--- config.mk ---
export PLATFORM = sky130hd
export DESIGN_NAME = control_sequencer
export DESIGN_NICKNAME = d
export VERILOG_FILES = /design/src/rtl/cpu_pkg.sv /design/src/rtl/opcode_class.sv /design/src/rtl/control_sequencer.sv
export SDC_FILE = /design/constraint.sdc
export NUM_CORES = 1
export LEC_CHECK = 0
export ABC_CLOCK_PERIOD_IN_PS = 5000
export BUFFER_PORTS_ARGS = -buffer_cell sky130_fd_sc_hd__buf_2
export CAP_MARGIN = 20
export CELL_PAD_IN_SITES_DETAIL_PLACEMENT = 1
export CELL_PAD_IN_SITES_GLOBAL_PLACEMENT = 2
export CORE_AREA = 2 2 65 67
export DETAILED_ROUTE_END_ITERATION = 6
export DIE_AREA = 0 0 67 69
export HOLD_SLACK_MARGIN = 0.06
export PLACE_DENSITY = 0.91
export SYNTH_ARGS = -nofsm -noshare
export SYNTH_HDL_FRONTEND = slang
export SYNTH_SLANG_ARGS = --single-unit
--- constraint.sdc ---
create_clock -name clock -period 5 [get_ports clock]
set_clock_uncertainty 0.15 [all_clocks]
set_input_delay 1 -clock clock [delete_from_list [all_inputs] [get_ports clock]]
set_output_delay 1 -clock clock [all_outputs]
set_load 0.1 [all_outputs]
--- src/rtl/cpu_pkg.sv ---
// Shared CPU definitions: sequencer state encoding, opcode constants, opcode classes
// and the strobe bundle produced by the control sequencer.
package cpu_pkg;

    typedef enum logic [3:0] {
        ST_IDLE = 4'd0,
        ST_T0   = 4'd1,
        ST_T1   = 4'd2,
        ST_T2   = 4'd3,
        ST_T3   = 4'd4,
        ST_T4   = 4'd5,
        ST_T5   = 4'd6,
        ST_HALT = 4'd7
    } state_t;

    localparam logic [4:0] OP_ADD  = 5'b00011;
    localparam logic [4:0] OP_SUB  = 5'b00100;
    localparam logic [4:0] OP_AND  = 5'b00101;
    localparam logic [4:0] OP_OR   = 5'b00110;
    localparam logic [4:0] OP_NEG  = 5'b10001;
    localparam logic [4:0] OP_NOT  = 5'b10010;
    localparam logic [4:0] OP_NOP  = 5'b11010;
    localparam logic [4:0] OP_HALT = 5'b11011;

    typedef enum logic [2:0] {
        CLS_THREE   = 3'd0,
        CLS_TWO     = 3'd1,
        CLS_NOP     = 3'd2,
        CLS_HALT    = 3'd3,
        CLS_ILLEGAL = 3'd4
    } op_class_t;

    typedef struct packed {
        logic       pco;
        logic       pci;
        logic       incpc;
        logic       mari;
        logic       mdri;
        logic       read;
        logic       iri;
        logic       ryi;
        logic       zi;
        logic       zlowo;
        logic       mdro;
        logic       gra;
        logic       grb;
        logic       grc;
        logic       rin;
        logic       rout;
        logic [4:0] alu_op;
        logic       run;
        logic       illegal;
    } strobes_t;

    function automatic logic [4:0] opcode_of(input logic [31:0] instr);
        return instr[31:27];
    endfunction

endpackage

--- src/rtl/opcode_class.sv ---
// Purely combinational opcode classifier: maps a 5-bit opcode onto the
// execute-phase shape the sequencer must follow.
module opcode_class
    import cpu_pkg::*;
(
    input  logic [4:0] opcode,
    output op_class_t  op_class
);

    always_comb begin
        op_class = CLS_ILLEGAL;
        case (opcode)
            OP_ADD, OP_SUB, OP_AND, OP_OR: op_class = CLS_THREE;
            OP_NEG, OP_NOT:                op_class = CLS_TWO;
            OP_NOP:                        op_class = CLS_NOP;
            OP_HALT:                       op_class = CLS_HALT;
            default:                       op_class = CLS_ILLEGAL;
        endcase
    end

endmodule

--- src/rtl/control_sequencer.sv ---
// Hardwired control unit: fetch (T0-T2) then a class-dependent execute phase
// (T3-T5); all strobes are decoded combinationally from the registered state.
module control_sequencer
    import cpu_pkg::*;
(
    input  logic        clock,
    input  logic        clear,
    input  logic        start,
    input  logic        stop,
    input  logic        mem_ready,
    input  logic [31:0] ir,
    output logic        pco,
    output logic        pci,
    output logic        incpc,
    output logic        mari,
    output logic        mdri,
    output logic        read,
    output logic        iri,
    output logic        ryi,
    output logic        zi,
    output logic        zlowo,
    output logic        mdro,
    output logic        gra,
    output logic        grb,
    output logic        grc,
    output logic        rin,
    output logic        rout,
    output logic [4:0]  alu_op,
    output logic        run,
    output logic        illegal
);

    state_t    state_reg, state_next;
    logic      illegal_reg, illegal_next;
    logic      stop_pending_reg, stop_pending_next;
    logic      halt_req;
    logic      in_program;
    logic [4:0] opcode;
    op_class_t op_class;
    strobes_t  strb;
    logic      unused_ir;

    assign opcode    = opcode_of(ir);
    assign unused_ir = ^ir[26:0];

    opcode_class u_opcode_class (
        .opcode   (opcode),
        .op_class (op_class)
    );

    // State register; the sticky illegal flag and a latched stop request ride along.
    always_ff @(posedge clock or negedge clear) begin
        if (!clear) begin
            state_reg        <= ST_IDLE;
            illegal_reg      <= 1'b0;
            stop_pending_reg <= 1'b0;
        end else begin
            state_reg        <= state_next;
            illegal_reg      <= illegal_next;
            stop_pending_reg <= stop_pending_next;
        end
    end

    assign in_program = (state_reg != ST_IDLE) && (state_reg != ST_HALT);
    assign halt_req   = stop | stop_pending_reg;

    always_comb begin
        state_next        = state_reg;
        illegal_next      = illegal_reg;
        stop_pending_next = stop_pending_reg;
        case (state_reg)
            ST_IDLE: if (start) state_next = ST_T0;
            ST_T0:   state_next = ST_T1;
            ST_T1:   if (mem_ready) state_next = ST_T2;
            ST_T2:   state_next = ST_T3;
            ST_T3: begin
                case (op_class)
                    CLS_THREE, CLS_TWO: state_next = ST_T4;
                    CLS_NOP:            state_next = halt_req ? ST_HALT : ST_T0;
                    CLS_HALT:           state_next = ST_HALT;
                    default: begin
                        state_next   = ST_HALT;
                        illegal_next = 1'b1;
                    end
                endcase
            end
            ST_T4: begin
                if (op_class == CLS_THREE) state_next = ST_T5;
                else                       state_next = halt_req ? ST_HALT : ST_T0;
            end
            ST_T5:   state_next = halt_req ? ST_HALT : ST_T0;
            ST_HALT: state_next = ST_HALT;
            default: state_next = ST_IDLE;
        endcase

        // A stop seen anywhere in an instruction is held until its boundary.
        if (in_program) begin
            if (state_next == ST_T0 || state_next == ST_HALT) stop_pending_next = 1'b0;
            else if (stop)                                    stop_pending_next = 1'b1;
        end
    end

    always_comb begin
        strb = '0;
        case (state_reg)
            ST_T0: begin
                strb.pco   = 1'b1;
                strb.mari  = 1'b1;
                strb.incpc = 1'b1;
                strb.zi    = 1'b1;
            end
            ST_T1: begin
                strb.read = 1'b1;
                if (mem_ready) begin
                    strb.zlowo = 1'b1;
                    strb.pci   = 1'b1;
                    strb.mdri  = 1'b1;
                end
            end
            ST_T2: begin
                strb.mdro = 1'b1;
                strb.iri  = 1'b1;
            end
            ST_T3: begin
                case (op_class)
                    CLS_THREE: begin
                        strb.grb  = 1'b1;
                        strb.rout = 1'b1;
                        strb.ryi  = 1'b1;
                    end
                    CLS_TWO: begin
                        strb.grb    = 1'b1;
                        strb.rout   = 1'b1;
                        strb.zi     = 1'b1;
                        strb.alu_op = opcode;
                    end
                    default: ;
                endcase
            end
            ST_T4: begin
                case (op_class)
                    CLS_THREE: begin
                        strb.grc    = 1'b1;
                        strb.rout   = 1'b1;
                        strb.zi     = 1'b1;
                        strb.alu_op = opcode;
                    end
                    CLS_TWO: begin
                        strb.zlowo = 1'b1;
                        strb.gra   = 1'b1;
                        strb.rin   = 1'b1;
                    end
                    default: ;
                endcase
            end
            ST_T5: begin
                strb.zlowo = 1'b1;
                strb.gra   = 1'b1;
                strb.rin   = 1'b1;
            end
            default: ;
        endcase
        strb.run     = in_program;
        strb.illegal = illegal_reg | ((state_reg == ST_T3) && (op_class == CLS_ILLEGAL));
    end

    assign pco     = strb.pco;
    assign pci     = strb.pci;
    assign incpc   = strb.incpc;
    assign mari    = strb.mari;
    assign mdri    = strb.mdri;
    assign read    = strb.read;
    assign iri     = strb.iri;
    assign ryi     = strb.ryi;
    assign zi      = strb.zi;
    assign zlowo   = strb.zlowo;
    assign mdro    = strb.mdro;
    assign gra     = strb.gra;
    assign grb     = strb.grb;
    assign grc     = strb.grc;
    assign rin     = strb.rin;
    assign rout    = strb.rout;
    assign alu_op  = strb.alu_op;
    assign run     = strb.run;
    assign illegal = strb.illegal;

endmodule

-- Word-level counts from Yosys, hierarchy flattened
Memory sizes are Yosys's and may differ from the RTL's.
Cells that the tools add are included.
- flip-flop bits (word level): 6
- output and inout port bits: 23
- logic and storage cells: 58
- memories kept: 1
- bits in read-only memories: 96
- bits of input ports: 37
- memories (memory ; depth ; bits a word ; rd ports ; clocked after memory_dff ; write ports ; line ; text):
    (name not given) ; 32 ; 3 ; 1 ; 0 ; 0 ; opcode_class.sv:12 ; case (opcode)
- multiplexer cells: 26
- bitwise logic cells: 3
- eq/ne operators: 14
- reduce and logical (&&, ||, !) cells: 11
- operators by type and width (cell ; number):
    $pmux 4 s8 ; 1
    $eq 4x3->1 const B ; 5
    $mux 1 ; 12
    $pmux 6 s2 ; 1
    $eq 4x1->1 const B ; 2
    $eq 4x2->1 const B ; 2
    $mux 4 ; 2
    $eq 3x2->1 const B ; 2
    $mux 3 ; 2
    $mux 6 ; 1
    $pmux 1 s3 ; 2
    $pmux 3 s2 ; 1
    $mux 5 ; 1
    $logic_not 4->1 ; 1
    $mux 2 ; 2
    $ne 4x3->1 const B ; 1
    $reduce_and 2->1 ; 2
    $reduce_bool 4->1 ; 1
    $reduce_or 4->1 ; 1
    $eq 3x1->1 const B ; 1
    $eq 3x3->1 const B ; 1
    $logic_not 3->1 ; 1
    $logic_and 1x1->1 ; 2
    $or 1x1->1 ; 2
    5 further kinds ; 5

-- Depth between registers and ports, before layout
Gate-level depths: netlist of the first run.
An unclocked memory read counts as a cell.
- word-level depth: 9
- depth in mapped cells: 7
- mapped depth without buffers: 6

-- By module
Synthesis of the first run repeated with hierarchy kept, for this count alone.
- cell total of the unflattened synthesis: 86
- area, all modules: 690.7 um^2
- modules (own cells, without submodules) (module ; times used ; cells an instance ; area each (um^2) ; sequential area each (um^2)):
    control_sequencer ; 1 ; 75 ; 608.1 ; 150.1
    opcode_class ; 1 ; 11 ; 82.6 ; 0.0

-- Worst setup path after synthesis of the first run
OpenSTA, ideal clock, no wires.
- path type: register to output
- from: register state_reg[2]
- to: output zlowo
- arrival: 4.760 ns
- slack: -0.910 ns
- cell stages (with the launch flop): 6
- data required time: 3.850 ns
- buffers on the path: 1
- cells stage by stage: dfrtp_1 > clkbuf_1 > nor3_1 > and2_1 > nor2_1 > o21ai_1
- word-level cells in the longest chain between the ends: 2
- elaborated cells on any way between the ends: 4
- ends and longest elaborated chain (item ; line ; text):
    start: declaration ; control_sequencer.sv:33 ; state_t state_reg, state_next;
    start signal: assignment ; control_sequencer.sv:58 ; state_reg <= state_next;
    $eq 4x3->1 or $eq 4x2->1 (tied branches) ; control_sequencer.sv:105 ; case (state_reg)
    $pmux 1 s3 (*) ; control_sequencer.sv:105 ;
    end: declaration ; control_sequencer.sv:21 ; output logic zlowo,
Mark *: on every way between the ends. The rest lies on a longest branch, timed or not.

-- Worst setup path in the final report of the first run
- from: input ir[28]
- to: output alu_op[1]
- word-level cells in the longest chain between the ends: 4
- elaborated cells on any way between the ends: 6
- ends and longest elaborated chain (item ; line ; text):
    start: declaration ; control_sequencer.sv:11 ; input logic [31:0] ir,
    $mem_v2 32x3 ; n/a ;
    $eq 3x1->1 or $logic_not 3->1 (tied branches) ; control_sequencer.sv:125, control_sequencer.sv:141 ;
    $mux 5 or $mux 6 (tied branches) ; control_sequencer.sv:125, control_sequencer.sv:141 ;
    $pmux 6 s2 (*) ; control_sequencer.sv:105 ;
    end: declaration ; control_sequencer.sv:28 ; output logic [4:0] alu_op,
Marks and branches as above.

==> results of run 1 <==
synth_stat cells:
library cell / instances / share of area, %
nand3_1: 1 / 0.69
ha_1: 2 / 3.5
a21o_1: 3 / 3.1
a31oi_1: 1 / 0.87
nor2b_1: 1 / 0.87
o41ai_2: 1 / 2.3
o21ai_0: 1 / 0.69
a21oi_1: 5 / 3.5
a21oi_2: 2 / 2.4
dfrtp_1: 6 / 21
nor3_2: 1 / 1.4
nand3b_1: 2 / 2.1
nand2b_1: 5 / 4.3
o221ai_1: 1 / 1.2
o22a_1: 1 / 1.2
nor2_1: 13 / 6.8
nor2_4: 1 / 1.6
o21ai_1: 5 / 3.5
clkbuf_1: 1 / 0.52
conb_1: 1 / 0.52
nor4b_2: 2 / 4.2
or3_1: 3 / 2.6
o31a_1: 2 / 2.4
inv_2: 1 / 0.52
or2_1: 3 / 2.6
o21ai_2: 1 / 1.2
o31ai_2: 1 / 1.7
buf_2: 2 / 1.4
and2_1: 2 / 1.7
inv_1: 2 / 1.0
buf_4: 6 / 6.2
nor3_1: 6 / 4.2
o32ai_2: 1 / 2.3
mux2_2: 1 / 1.6
nand2_1: 7 / 3.6
nand2_2: 1 / 0.87
routing by layer:
layer,routed length [um],up-vias
met5,0,-
met4,0,0
met3,102,0
met2,983,17
met1,993,353
li1,-,380
path summary, 6_finish.rpt:
check                                    end  slack, ns
worst max-delay path               alu_op[1]       1.00
worst min register to register   illegal_reg       0.32
worst max register to register  state_reg[1]       3.23
worst min-delay path             illegal_reg       0.32
max in group asynchronous       state_reg[1]       4.11
min in group asynchronous        illegal_reg       0.45
worst max-delay path: cells and delay by family:
| family | cells | cell delay (ns) |
|---|---|---|
| and+or+nand+nor | 4 | 0.75 |
| buffers and inverters | 2 | 0.59 |
| AOI/OAI and AO/OA | 1 | 0.29 |
| adders and majority gates | 1 | 0.23 |
through the flow:
step	hold slack (ns)	setup WS, ns
finish	0.320	1.00
detailed placement	0.314	0.988
CTS	0.324	0.980
global placement	0.302	0.995
floorplan	0.286	-0.116
global route	0.336	0.880
cells by family after synthesis:
group	count (synthesis)	synth area share (%)
buffers and inverters	12	9.72
DFF	6	20.8
other	1	0.520
AOI/OAI and AO/OA	25	26.4
adders and majority gates	2	3.47
muxes	1	1.56
and+or+nand+nor	48	37.5
placed cells by master (no fill, tap or decap), drive strengths merged, types with 5 or more instances in the layout:
master / instances
buf: 31
nand2b: 5
nor2: 14
nand2: 8
o21ai: 7
nor3: 7
dfrtp: 6
a21oi: 7
final cells by class:
cell class	instances	area share, %
timing repair buffer	31	16.6
multi-input combinational	78	55.0
tap	50	6.70
sequential	6	16.1
inverter	3	1.21
clock buffer	3	4.42
where the power goes:
group,switching [mW],total [mW],internal (mW),leakage [nW]
Combinational,0.166,0.208,0.0420,0.333
Clock,0.0196,0.0712,0.0516,0.0216
Sequential,0.0241,0.0833,0.0592,0.0735
==> impl_metrics.py, run 1 <==
metrics = {
    "timing": {
        "finalCritPeriodShare_pct": 80.0,
        "final.setup.tns_ns": 0,
        "max_slew_margin_pct": 65.3,
        "post-route-min-period_ns": 4.00,
        "setup_viol": 0,
        "hold_violations": 0,
        "drv_slew": 0,
        "max_freq_mhz": 250,
        "rsz0062_at_grt": "no",
        "worstMarginPinSlew_ns": 0.521,
    },
    "worst_setup_path": {
        "end_kind": "output pin",
        "worst-r2r-cell-count": 5,
        "arrival_ns": 2.85,
        "slowest_stage": "buf_2",
        "crit_type": "input pin to output pin",
        "worstPathMaxFanout": 7,
        "critPathMostFrequentCell": "buf_2",
        "cp-startpoint": "ir[28]",
        "startpoint_type": "input pin",
        "required_ns": 3.85,
        "crit_path_cell_trace": "buf_2, ha_1, and2_1, o31a_1, nor2_4, nand2_2, nor4b_2, buf_2",
        "timing.rr.start": "state_reg[1]",
        "max_stage_delay_ns": 0.46,
    },
    "power": {
        "ir_drop_uv": 148,
        "p_leak_nw": 0.428,
        "p_per_area_nw_per_um2": 389,
        "power.total_mw": 0.363,
    },
    "global_route": {
        "grt_max_degree": 15,
        "track_usage_pct": 9.32,
        "gr-max-usage-layer": "met2",
        "first_global_vias": 735,
        "grtUsageMet1_pct": 12.5,
        "antenna_found_initial": 0,
        "grt_use_met2_pct": 14.1,
        "overflow": 0,
        "grt_pass1_wl_mm": 3.36,
        "met3_usage_pct": 2.45,
    },
    "detailed_routing": {
        "drtIter0Drc": 36,
        "drt.antenna.violating_nets": 0,
        "drc": 0,
        "drt_pass1_iterations": 4,
        "num_vias": 750,
        "drt_wl_total_mm": 2.08,
        "post_drt_via_cell_ratio": 4.39,
        "wl_per_cell_um": 12.2,
    },
    "job": {
        "cap_viol_max_count": 0,
    },
    "synthesis": {
        "yosysSeqAreaShare_pct": 20.8,
        "synth.ff_latch_count": 6,
        "synth_area_per_cell_um2": 7.59,
        "synthDistinctLibCells": 36,
        "synth_area_um2": 721,
        "yosys_warnings": 0,
        "syn-instance-count": 95,
    },
    "cells_and_area": {
        "design_area_um2": 933,
        "largest_register_ffs": 4,
        "multi_input_area_um2": 513,
        "fin_util_pct": 23.8,
        "fin_cells": 171,
        "nNetsFinal": 162,
        "final-seq-area_um2": 150,
        "syn2layout_area_growth_pct": 29.5,
        "n_antenna_cell": 0,
        "drive_gt1_share_pct": 40.5,
        "fillCellCount": 504,
    },
    "floorplanning": {
        "die_area_um2": 4620,
        "die_w_um": 67,
        "io_pins": 60,
        "rows": 23,
        "die_y_um": 69,
        "start_util_pct": 18.4,
        "core_area_um2": 3910,
    },
    "cts": {
        "hold_buffers": 0,
        "cts_tree": "done",
        "cts_made_buffers": 3,
        "clk_pin_slew_ns": 0.04,
        "post_cts_resized": 0,
        "cts.path.max_buffers": 2,
        "ctsRootBufferMaster": "clkbuf_8",
        "postCtsSetupBuffers": 0,
        "clock_latency_ns": 0.22,
        "htreeDepth": 1,
        "cts_num_sinks": 6,
    },
    "placed_design": {
        "dpl.cell_count": 168,
        "portBuffers": 31,
        "placed_area_um2": 892,
        "gp_congestion": 0.827,
        "hpwlAfterDp_mm": 1.74,
    },
    "min_path": {
        "hold_path_startpoint": "illegal_reg",
        "hold_class": "flip-flop to flip-flop",
        "hold_path_depth": 1,
    },
    "run_status": {
        "status": "completed",
    },
}
Power figures use the tool's default switching activity.
==> run 2, diff against run 1 <==
--- a/config.mk
+++ b/config.mk
@@ -5,16 +5,16 @@
 export SDC_FILE = /design/constraint.sdc
 export NUM_CORES = 1
 export LEC_CHECK = 0
-export ABC_CLOCK_PERIOD_IN_PS = 5000
+export ABC_CLOCK_PERIOD_IN_PS = 3600
 export BUFFER_PORTS_ARGS = -buffer_cell sky130_fd_sc_hd__buf_2
 export CAP_MARGIN = 20
 export CELL_PAD_IN_SITES_DETAIL_PLACEMENT = 1
 export CELL_PAD_IN_SITES_GLOBAL_PLACEMENT = 2
-export CORE_AREA = 2 2 65 67
+export CORE_AREA = 2 2 71 73
 export DETAILED_ROUTE_END_ITERATION = 6
-export DIE_AREA = 0 0 67 69
+export DIE_AREA = 0 0 73 75
 export HOLD_SLACK_MARGIN = 0.06
-export PLACE_DENSITY = 0.91
+export PLACE_DENSITY = 0.82
 export SYNTH_ARGS = -nofsm -noshare
 export SYNTH_HDL_FRONTEND = slang
 export SYNTH_SLANG_ARGS = --single-unit
==> constraint.sdc (replaced) <==
create_clock -name clock -period 3.6 [get_ports clock]
set_clock_uncertainty 0.15 [all_clocks]
set_input_delay 0.72 -clock clock [delete_from_list [all_inputs] [get_ports clock]]
set_output_delay 0.72 -clock clock [all_outputs]
set_load 0.1 [all_outputs]
==> run 2 against run 1 <==
  * Register-to-register slack got worse by 1.4 ns
  * First-iteration DRC count increased by 2.8%
  * Final area increased by 23%
  * Critical path depth unchanged
  * Highest routed layer unchanged
==> impl_metrics.py, run 2 (same netlist as run 1, synthesis figures left out) <==
metrics = {
    "cts": {
        "postCtsSetupBuffers": 0,
        "htreeDepth": 1,
        "clk_pin_slew_ns": 0.04,
        "cts_num_sinks": 6,
        "ctsRootBufferMaster": "clkbuf_8",
        "cts_tree": "done",
        "post_cts_resized": 0,
        "cts.path.max_buffers": 2,
        "hold_buffers": 0,
        "cts_made_buffers": 3,
        "clock_latency_ns": 0.22,
    },
    "worst_setup_path": {
        "ff2ff_setup_slack_ns": 1.83,
        "arrival_ns": 2.48,
        "required_ns": 2.73,
        "crit_type": "input pin to output pin",
        "startpoint_type": "input pin",
        "worst-r2r-cell-count": 4,
        "worstPathMaxFanout": 7,
        "end_kind": "output pin",
    },
    "global_route": {
        "first_global_vias": 753,
        "grt_pass1_wl_mm": 3.59,
        "antenna_found_initial": 0,
        "overflow": 0,
        "grt_max_degree": 15,
        "track_usage_pct": 8.41,
    },
    "cells_and_area": {
        "fillCellCount": 554,
        "syn2layout_area_growth_pct": 58.7,
        "final-seq-area_um2": 150,
        "n_antenna_cell": 0,
        "design_area_um2": 1140,
        "mostFrequentLayoutCells": "buf_2 (20), buf_12 (11), nor2_1 (10)",
        "multi_input_area_um2": 546,
        "nNetsFinal": 163,
        "largest_register_ffs": 4,
        "drive_gt1_share_pct": 45.9,
        "final_common_cell": "buf_2",
    },
    "detailed_routing": {
        "drtIter0Drc": 37,
        "drc": 0,
        "drt_pass1_iterations": 4,
        "num_vias": 768,
        "drt_wl_total_mm": 2.18,
        "wl_per_cell_um": 12.4,
        "drt.antenna.violating_nets": 0,
        "post_drt_via_cell_ratio": 4.36,
    },
    "run_status": {
        "status": "completed",
    },
    "placed_design": {
        "gp_congestion": 0.739,
        "portBuffers": 31,
        "placed_area_um2": 1100,
        "hpwlAfterDp_mm": 1.86,
    },
    "floorplanning": {
        "rows": 25,
        "die_y_um": 75,
        "io_pins": 60,
        "die_area_um2": 5480,
        "start_util_pct": 15.5,
        "core_area_um2": 4660,
        "die_w_um": 73,
    },
    "timing": {
        "setup_viol": 0,
        "finalCritPeriodShare_pct": 93.2,
        "max_slew_margin_pct": 66.5,
        "hold_violations": 0,
        "worstMarginPinSlew_ns": 0.503,
        "max_freq_mhz": 298,
        "post-route-min-period_ns": 3.35,
        "drv_slew": 0,
        "rsz0062_at_grt": "no",
    },
    "power": {
        "power.total_mw": 0.521,
        "ir_drop_uv": 284,
        "p_per_area_nw_per_um2": 456,
        "p_leak_nw": 0.461,
    },
    "min_path": {
        "hold_class": "input pin to async pin",
    },
    "job": {
        "cap_viol_max_count": 0,
    },
}
==> run 2: where the power goes <==
group	internal, mW	switching (mW)	total [mW]
sequential	0.0822	0.0341	0.116
clock	0.0717	0.0270	0.0986
combinational	0.0701	0.236	0.306
==> run 2: through the flow <==
stage / TNS [ns] / instances / util [%] / hold slack (ns) / setup slack (ns)
floorplan: -2.93 / 96 / - / 0.274 / -0.637
global placement: 0 / 173 / 23.7 / 0.302 / 0.219
detailed placement: 0 / 173 / 23.7 / 0.304 / 0.220
CTS: 0 / 176 / 24.5 / 0.173 / 0.209
global route: 0 / 176 / 24.5 / 0.175 / 0.110
finish: 0 / 176 / 24.5 / 0.170 / 0.245
==> run 2: path summary, 6_finish.rpt <==
| kind | endpoint | startpoint |
|---|---|---|
| hold / removal | illegal_reg | clear |
| setup / recovery | alu_op[0] | ir[28] |
| min in group clock | illegal_reg | illegal_reg |
| max in group asynchronous | state_reg[1] | clear |
| hold reg to reg | illegal_reg | illegal_reg |
| setup reg to reg | state_reg[2] | state_reg[2] |
==> run 2: layout make-up <==
cell class | count | share of cell area (%)
Tap cell | 54 | 5.91
Sequential cell | 6 | 13.1
Inverter | 3 | 0.985
Timing Repair Buffer | 32 | 28.7
Multi-Input combinational cell | 78 | 47.7
Clock buffer | 3 | 3.61
==> run 2: worst max-delay path: stages <==
cell	delay (ns)
buf_2	0.14
ha_1	0.23
and2_1	0.17
o31a_1	0.30
nor2_4	0.19
nand2_2	0.17
nor4b_2	0.35
buf_12	0.22
==> run 2: metal layers <==
metal,vias to the layer above,part of all wire [%],GRT usage [%]
met5,-,0,0
met1,361,45,11.1
met3,0,4.9,2.28
li1,386,-,-
met2,21,50,14.0
met4,0,0,1.23
